File: src/rtl/weighted_round_robin_arbiter.sv
// Weighted round-robin arbiter: holds a one-hot grant for up to weight+1 transfers (WRR_ARBITER_LAST_EN adds early release on last).
// Latency: grant registered one cycle after request from IDLE; back-to-back rotation on release.
// Backpressure: grant_ready=0 stalls with grant and credit held; a request drop releases immediately.
module weighted_round_robin_arbiter #(
   parameter int WORD_WIDTH   = 4,
   parameter int WEIGHT_WIDTH = 4
) (
   input  logic                               clock,
   input  logic                               reset_n,
   input  logic [WORD_WIDTH-1:0]              requests,
   input  logic [WORD_WIDTH*WEIGHT_WIDTH-1:0] weights,
   input  logic                               grant_ready,
`ifdef WRR_ARBITER_LAST_EN
   input  logic                               last,
`endif
   output logic [WORD_WIDTH-1:0]              grant,
   output logic                               grant_valid
);

   typedef enum logic {IDLE, HOLD} state_t;

   localparam logic [WORD_WIDTH-1:0]   REQ_ONE    = WORD_WIDTH'(1);
   localparam logic [WORD_WIDTH-1:0]   REQ_MSB    = REQ_ONE << (WORD_WIDTH - 1);
   localparam logic [WEIGHT_WIDTH:0]   CREDIT_ONE = (WEIGHT_WIDTH + 1)'(1);

   state_t                  state;
   logic [WORD_WIDTH-1:0]   last_grant;
   logic [WEIGHT_WIDTH:0]   credit;

   logic [WORD_WIDTH-1:0]   above_mask;
   logic [WORD_WIDTH-1:0]   masked_req;
   logic [WORD_WIDTH-1:0]   winner;
   logic [WEIGHT_WIDTH-1:0] winner_weight;
   logic [WEIGHT_WIDTH:0]   winner_credit;
   logic                    xfer;
   logic                    last_xfer;
   logic                    release_grant;
   logic                    load_winner;
   logic                    go_idle;

   // Bits strictly above the one-hot last_grant; lowest-set-bit isolation via x & -x.
   always_comb begin
      above_mask = ~(last_grant | (last_grant - REQ_ONE));
      masked_req = requests & above_mask;
      if (masked_req != '0) begin
         winner = masked_req & (~masked_req + REQ_ONE);
      end else begin
         winner = requests & (~requests + REQ_ONE);
      end
   end

   always_comb begin
      winner_weight = '0;
      for (int i = 0; i < WORD_WIDTH; i++) begin
         if (winner[i]) begin
            winner_weight = weights[i*WEIGHT_WIDTH +: WEIGHT_WIDTH];
         end
      end
      winner_credit = {1'b0, winner_weight} + CREDIT_ONE;
   end

   always_comb begin
      xfer = grant_valid & grant_ready;
`ifdef WRR_ARBITER_LAST_EN
      last_xfer = xfer & last;
`else
      last_xfer = 1'b0;
`endif
      release_grant = (xfer && (credit == CREDIT_ONE)) || ((requests & grant) == '0) || last_xfer;
      load_winner   = (|requests) && ((state == IDLE) || release_grant);
      go_idle       = (state == HOLD) && release_grant && !(|requests);
   end

   always_ff @(posedge clock or negedge reset_n) begin
      if (!reset_n) begin
         state       <= IDLE;
         grant       <= '0;
         grant_valid <= 1'b0;
         credit      <= '0;
         last_grant  <= REQ_MSB;
      end else if (load_winner) begin
         state       <= HOLD;
         grant       <= winner;
         grant_valid <= 1'b1;
         last_grant  <= winner;
         credit      <= winner_credit;
      end else if (go_idle) begin
         state       <= IDLE;
         grant       <= '0;
         grant_valid <= 1'b0;
         credit      <= '0;
      end else if ((state == HOLD) && xfer) begin
         credit      <= credit - CREDIT_ONE;
      end
   end

endmodule
File: config.mk
export PLATFORM = sky130hd
export DESIGN_NAME = weighted_round_robin_arbiter
export DESIGN_NICKNAME = d
export VERILOG_FILES = /design/src/rtl/weighted_round_robin_arbiter.sv
export SDC_FILE = /design/constraint.sdc
export NUM_CORES = 1
export LEC_CHECK = 0
export ABC_AREA = 1
export CORE_ASPECT_RATIO = 0.8
export CORE_MARGIN = 2
export CORE_UTILIZATION = 47
export DETAILED_ROUTE_END_ITERATION = 16
export PLACE_DENSITY = 0.74
export SLEW_MARGIN = 15
export SYNTH_ARGS = -nofsm -noshare
export SYNTH_HDL_FRONTEND = slang
export SYNTH_SLANG_ARGS = --single-unit
export TNS_END_PERCENT = 50
File: constraint.sdc
create_clock -name clock -period 2.22 [get_ports clock]
set_clock_uncertainty 0.15 [all_clocks]
set_input_delay 0.333 -clock clock [delete_from_list [all_inputs] [get_ports clock]]
set_output_delay 0.333 -clock clock [all_outputs]
set_load 0.01 [all_outputs]
# --- Word-level counts from Yosys, hierarchy flattened ---
# Cells that the tools add are included.
totals:
  mem_bits_ro: 0
  elab_cells: 45
  regBits: 14
  memories: 0
  ramBits: 0
  out_inout_bits: 5
  latchBits: 0
classes:
  shift: 0
  add_sub_neg: 5
  div_mod_pow: 0
  multipliers: 0
  n_eq_ne: 1
  mux: 12
  reduce_logical: 13
  order_cmp: 0
  bitwise_logic: 10
ops:
  columns: ["op", "count"]
  rows:
  - ["$mux W4", 7]
  - ["$and A4 B4 Y4", 4]
  - ["$mux W5", 3]
  - ["$not A4 Y4", 3]
  - ["$add A4 B1 Y4 const B", 2]
  - ["$add A4 B1 Y5 const B", 1]
  - ["$eq A5 B1 Y1 const B", 1]
  - ["$logic_and A1 B1 Y1", 5]
  - ["$sub A5 B1 Y5 const B", 1]
  - ["$logic_not A4 Y1", 1]
  - ["$or A4 B4 Y4", 1]
  - ["$reduce_bool A4 Y1", 1]
  - ["$reduce_or A4 Y1", 1]
  - ["$sub A4 B1 Y4 const B", 1]
  - ["$reduce_bool A3 Y1", 1]
  - ["$logic_or A1 B1 Y1", 2]
  - ["$mux W1", 2]
  - ["$reduce_bool A2 Y1", 1]
  - ["$and A1 B1 Y1", 1]
  - ["$logic_not A1 Y1", 1]
  - ["$not A1 Y1", 1]

# --- Longest topological paths before layout ---
logic_depth:
  ltp_word: 14
  mapped_depth: 16

# --- Least setup slack after synthesis ---
# Ideal clock, no wire load.
synth_timing:
  path_kind: "flip-flop to flip-flop"
  from: "register last_grant[1]"
  to: "register credit[1]"
  stages_incl_launch_ff: 15
  setup_slack_ps: 215
  setup_ps: 126
  arrival_ps: 1729
  period_less_slack_ps: 2005
  path_cell_list: "dfrtp_1 nor2_2 nand2_1 nand2_4 nand3_2 nand2_4 inv_2 or2_1 nand2_1 nand2_2 ha_1 nand2_1 o21ai_0 nand2_1 o21ai_0"
synth_via:
  elab_chain_cells: 13
synth_rtl:
  columns: ["item", "line_no", "text"]
  rows:
  - ["start: declaration", "27", "logic [WORD_WIDTH-1:0] last_grant;"]
  - ["start signal: assignment", "85", "last_grant <= winner;"]
  - ["$sub A4 B1 Y4", "43", "above_mask = ~(last_grant | (last_grant - REQ_ONE));"]
  - ["$or A4 B4 Y4 *", "43", null]
  - ["$not A4 Y4 *", "43", null]
  - ["$and A4 B4 Y4 *", "44", "masked_req = requests & above_mask;"]
  - ["$not A4 Y4", "46", "winner = masked_req & (~masked_req + REQ_ONE);"]
  - ["$add A4 B1 Y4", "46", null]
  - ["$and A4 B4 Y4", "46", null]
  - ["$mux W4 *", "45", "if (masked_req != '0) begin"]
  - ["$mux W4 (2 in a row)", "55", "if (winner[i]) begin"]
  - ["$mux W4 *", "55", null]
  - ["$add A4 B1 Y5 *", "59", "winner_credit = {1'b0, winner_weight} + CREDIT_ONE;"]
  - ["$mux W5 *", "81", "end else if (load_winner) begin"]
  - ["end signal: assignment", "86", "credit <= winner_credit;"]
  - ["end signal: assignment", "93", "credit <= credit - CREDIT_ONE;"]
  - ["end: declaration", "28", "logic [WEIGHT_WIDTH:0] credit;"]
# Every way passes the cells marked *; elsewhere a longest branch is shown, timed or not.
# A chain may end at the register's enable or synchronous reset.

# --- Final worst setup path ---
layout_timing:
  from: "register last_grant[0]"
  to: "register credit[2]"
layout_via:
  elab_chain_cells: 14
layout_rtl:
  columns: ["item", "line_no"]
  rows:
  - ["$sub A4 B1 Y4", "43"]
  - ["$or A4 B4 Y4 *", "43"]
  - ["$not A4 Y4 *", "43"]
  - ["$and A4 B4 Y4 *", "44"]
  - ["$not A4 Y4", "46"]
  - ["$add A4 B1 Y4", "46"]
  - ["$and A4 B4 Y4", "46"]
  - ["$mux W4 *", "45"]
  - ["$mux W4 (3 in a row)", "55"]
  - ["$mux W4 *", "55"]
  - ["$add A4 B1 Y5 *", "59"]
  - ["$mux W5 *", "81"]
# Marks and branches as above.

==> results by group <==
Global route
  • Global Route Usage Sum: between 20% and 30%
  • Pin count of the biggest net entering global routing: 15
  • Grt total ovfl: 0
  • Most used routing layer: met2
  • First-pass GRT wire length: between 4000 and 5000 um
  • GRT met3 Usage: between 5 and 6%
  • Number of global-route vias before repair: approximately 1000
  • Initial antenna violation count: 0
  • GRT met2 Usage: about 40%
  • Met1 usage: between 20% and 30%

Synth
  • Largest cells by area after synthesis: dfrtp_1 (32%), nand2_1 (15%), inv_1 (7.4%), o21ai_0 (5.4%), ha_1 (3.7%)
  • Count leader, synth: nand2_1
  • Area of the mapped netlist: a little over 1000 sq um
  • Main flop type after synthesis: dfrtp_1
  • Mean Syn Cell Area: approximately 7.3 sq um
  • Top cells by count, synth: nand2_1 (40), inv_1 (20), dfrtp_1 (13)
  • EDFF count, synth: 0
  • Sequential share of the synthesized area: between 30% and 40%
  • Cells after Synth: 139
  • Unique cell type count in the Yosys netlist: 29
  • Syn. warnings: 0
  • Yosys reg bits: 14
  • Post-synth top area share: a little under a third
  • Post-synth ARST share: 100%
  • Largest area contributor in the netlist: dfrtp_1
  • Net count after synthesis: 165

Route
  • # DRC: 0
  • Post-route ant nets: 0
  • DR WL/cell: approximately 12 um
  • Total wire length: approximately 2700 um
  • Vias per inst: roughly 5
  • Initial DRT Pass Iterations: 4
  • Drt initial violations: 25
  • Via Count: about 1100

STA
  • Final min period: approximately 2100 ps
  • Final hold vios: 0
  • Pins Over Slew Limit: 0
  • Worst rel slew slack: approximately 58%
  • # setup viols final: 0
  • Achievable Freq: around 470 MHz
  • Measured slew at the worst slew-check pin: 628 ps
  • RSZ-0062 raised after global routing: true
  • Final worst path period share: roughly 95%

Setup path
  • Critical Path Max Stage Delay: about 430 ps
  • Required @ worst endpoint: between 2000 and 2500 ps
  • CP Cell Sequence: nor2_4 -> nor2_4 -> nor2_2 -> nand3_2 -> nand2_4 -> inv_2 -> or2_1 -> nand2_1 -> nand2_2 -> ha_2 -> nor2_1 -> nand2_1 -> o21ai_0 -> o22ai_1 -> inv_1
  • Critical Path Fanout Max: 5
  • Worst Setup Path Type: reg -> reg
  • Critical path's slowest cell: dfrtp_1
  • Arrival time worst endpoint: 2190 ps
  • CP Launch Type: register
  • CP endpoint kind: register

Pwr
  • P_leak: 0.780 nW
  • Power per Cell Area: roughly 1300 nW/um^2
  • Peak supply drop: ~0.8 mV

Floorplanning
  • Core ar.: ~2100 sq um
  • Ports: 28
  • Row cnt: 15
  • Die area: 2560 sq um
  • Initial core utilization: around 48%
  • Chip width: about 56 um
  • Height of the die: 45.6 um

Clocking
  • CTS Hold Bufs: 0
  • H-tree depth: 1
  • Inserted Clock Buffers: 3
  • Clk buf depth: 2
  • CTS clk-pin slew, worst paths: ~90 ps
  • Clock sinks: 14
  • CTS tree: done
  • Skew-Pair Late Insertion Delay: 280 ps
  • Root buffer cell: clkbuf_4

Final layout
  • Area Overhead vs Synth: 54.7%
  • # fillers: ~160
  • Layout cells sized above 1: slightly above 30%
  • Core Util, Final: between 70 and 80%
  • Antenna cells: 0
  • Layout Nets: between 200 and 250
  • Fin cells: approximately 220

Placement
  • Port buffer count: 27
  • GP Congestion: ~0.86
  • Placed Cells: about 210
  • DPL Wire Length: between 2000 and 2500 um

Run
  • Max-cap violations: 0

Hold path
  • Worst Hold Class: in -> async

Status
  • Status: complete, no violations
## final timing paths
kind	slack [ps]	cells past startpoint	from	end
min	280	1	reset_n	state$_DFFE_PN0P_
max	100	15	last_grant[0]$_DFFE_PN0P_	credit[2]$_DFFE_PN0P_
min in group clock	340	2	last_grant[3]$_DFFE_PN1P_	last_grant[3]$_DFFE_PN1P_
max in group asynchronous	1230	1	reset_n	credit[3]$_DFFE_PN0P_
min reg2reg	340	2	last_grant[3]$_DFFE_PN1P_	last_grant[3]$_DFFE_PN1P_
max reg2reg	100	15	last_grant[0]$_DFFE_PN0P_	credit[2]$_DFFE_PN0P_
## state kept, by name, summed over array words and instances (netlist names)
signal	cells
credit	5
state	1
last_grant	4
grant	4
## final cells by class
type / count / area, sq um / share of cell area (%)
tap: 25 / 31.3 / 1.99
timing repair buffer: 51 / 453 / 28.8
inverter: 24 / 90.1 / 5.72
clock buffer: 4 / 36.3 / 2.30
sequential: 14 / 352 / 22.3
multi-input combinational: 101 / 613 / 38.9
## repair_timing
item	4_1_cts	5_1_grt
endpoints found under the setup margin	0	2
buffers inserted	0	2
resized for setup	0	14
## layer usage
layer	vias to the layer above	share of wire, %
met1	501	46
met2	26	49
met3	2	3.3
li1	562	-
met5	-	0
met4	0	1.1
## worst max-delay path, delay by kind of cell, from the launching register on
kind	cells	cell delay, ps
compound gates	2	170
fa+ha+maj	1	200
buf+inv	2	90
flops	1	430
simple gates	10	1010
## layout by cell type (no fill, tap or decap), types with 2 or more instances in the layout
master / count
dfrtp_1: 13
o22ai_1: 3
ha_1: 2
nand3_1: 4
nand2_1: 36
nand3_2: 2
nand4_1: 5
nor2_2: 3
o21ai_0: 10
inv_2: 4
buf_4: 24
a21oi_2: 2
nor2_1: 5
nand2_2: 8
nor2_4: 2
nand2_4: 3
clkbuf_4: 3
clkdlybuf4s50_1: 26
a22oi_1: 2
nand4_2: 2
inv_1: 19
## cell families after synthesis
family / after synthesis / synth area share, %
AOI/OAI and AO/OA: 22 / 14.4
xor gates and xnor gates: 2 / 1.72
adders and majority gates: 3 / 3.69
buffers and inverters: 24 / 8.84
DFF: 14 / 34.5
and+or+nand+nor: 74 / 36.9
## stage by stage
stage | total power [W] | hold slack, ps | setup TNS, ps | cell area, sq um | setup slack, ps
final | 0.00198 | 284 | 0 | 1580 | 105
after global routing | 0.00215 | 331 | -33.3 | 1580 | -31.9
after CTS | 0.00190 | 302 | 0 | 1520 | 13.2
after detailed placement | 0.00171 | 321 | -866 | 1490 | -266
after global placement | 0.00167 | 310 | -564 | 1490 | -231
after floorplan | 0.00120 | -113 | 0 | 1020 | 215
## report_power, final
group	internal, W	leakage, nW	switching, W
registers	0.000378	0.172	0.0000907
clock network	0.0000998	0.0210	0.0000862
logic	0.000626	0.587	0.000701
total	0.00110	0.780	0.000878
Note: power is estimated with default switching activity, not from simulation.
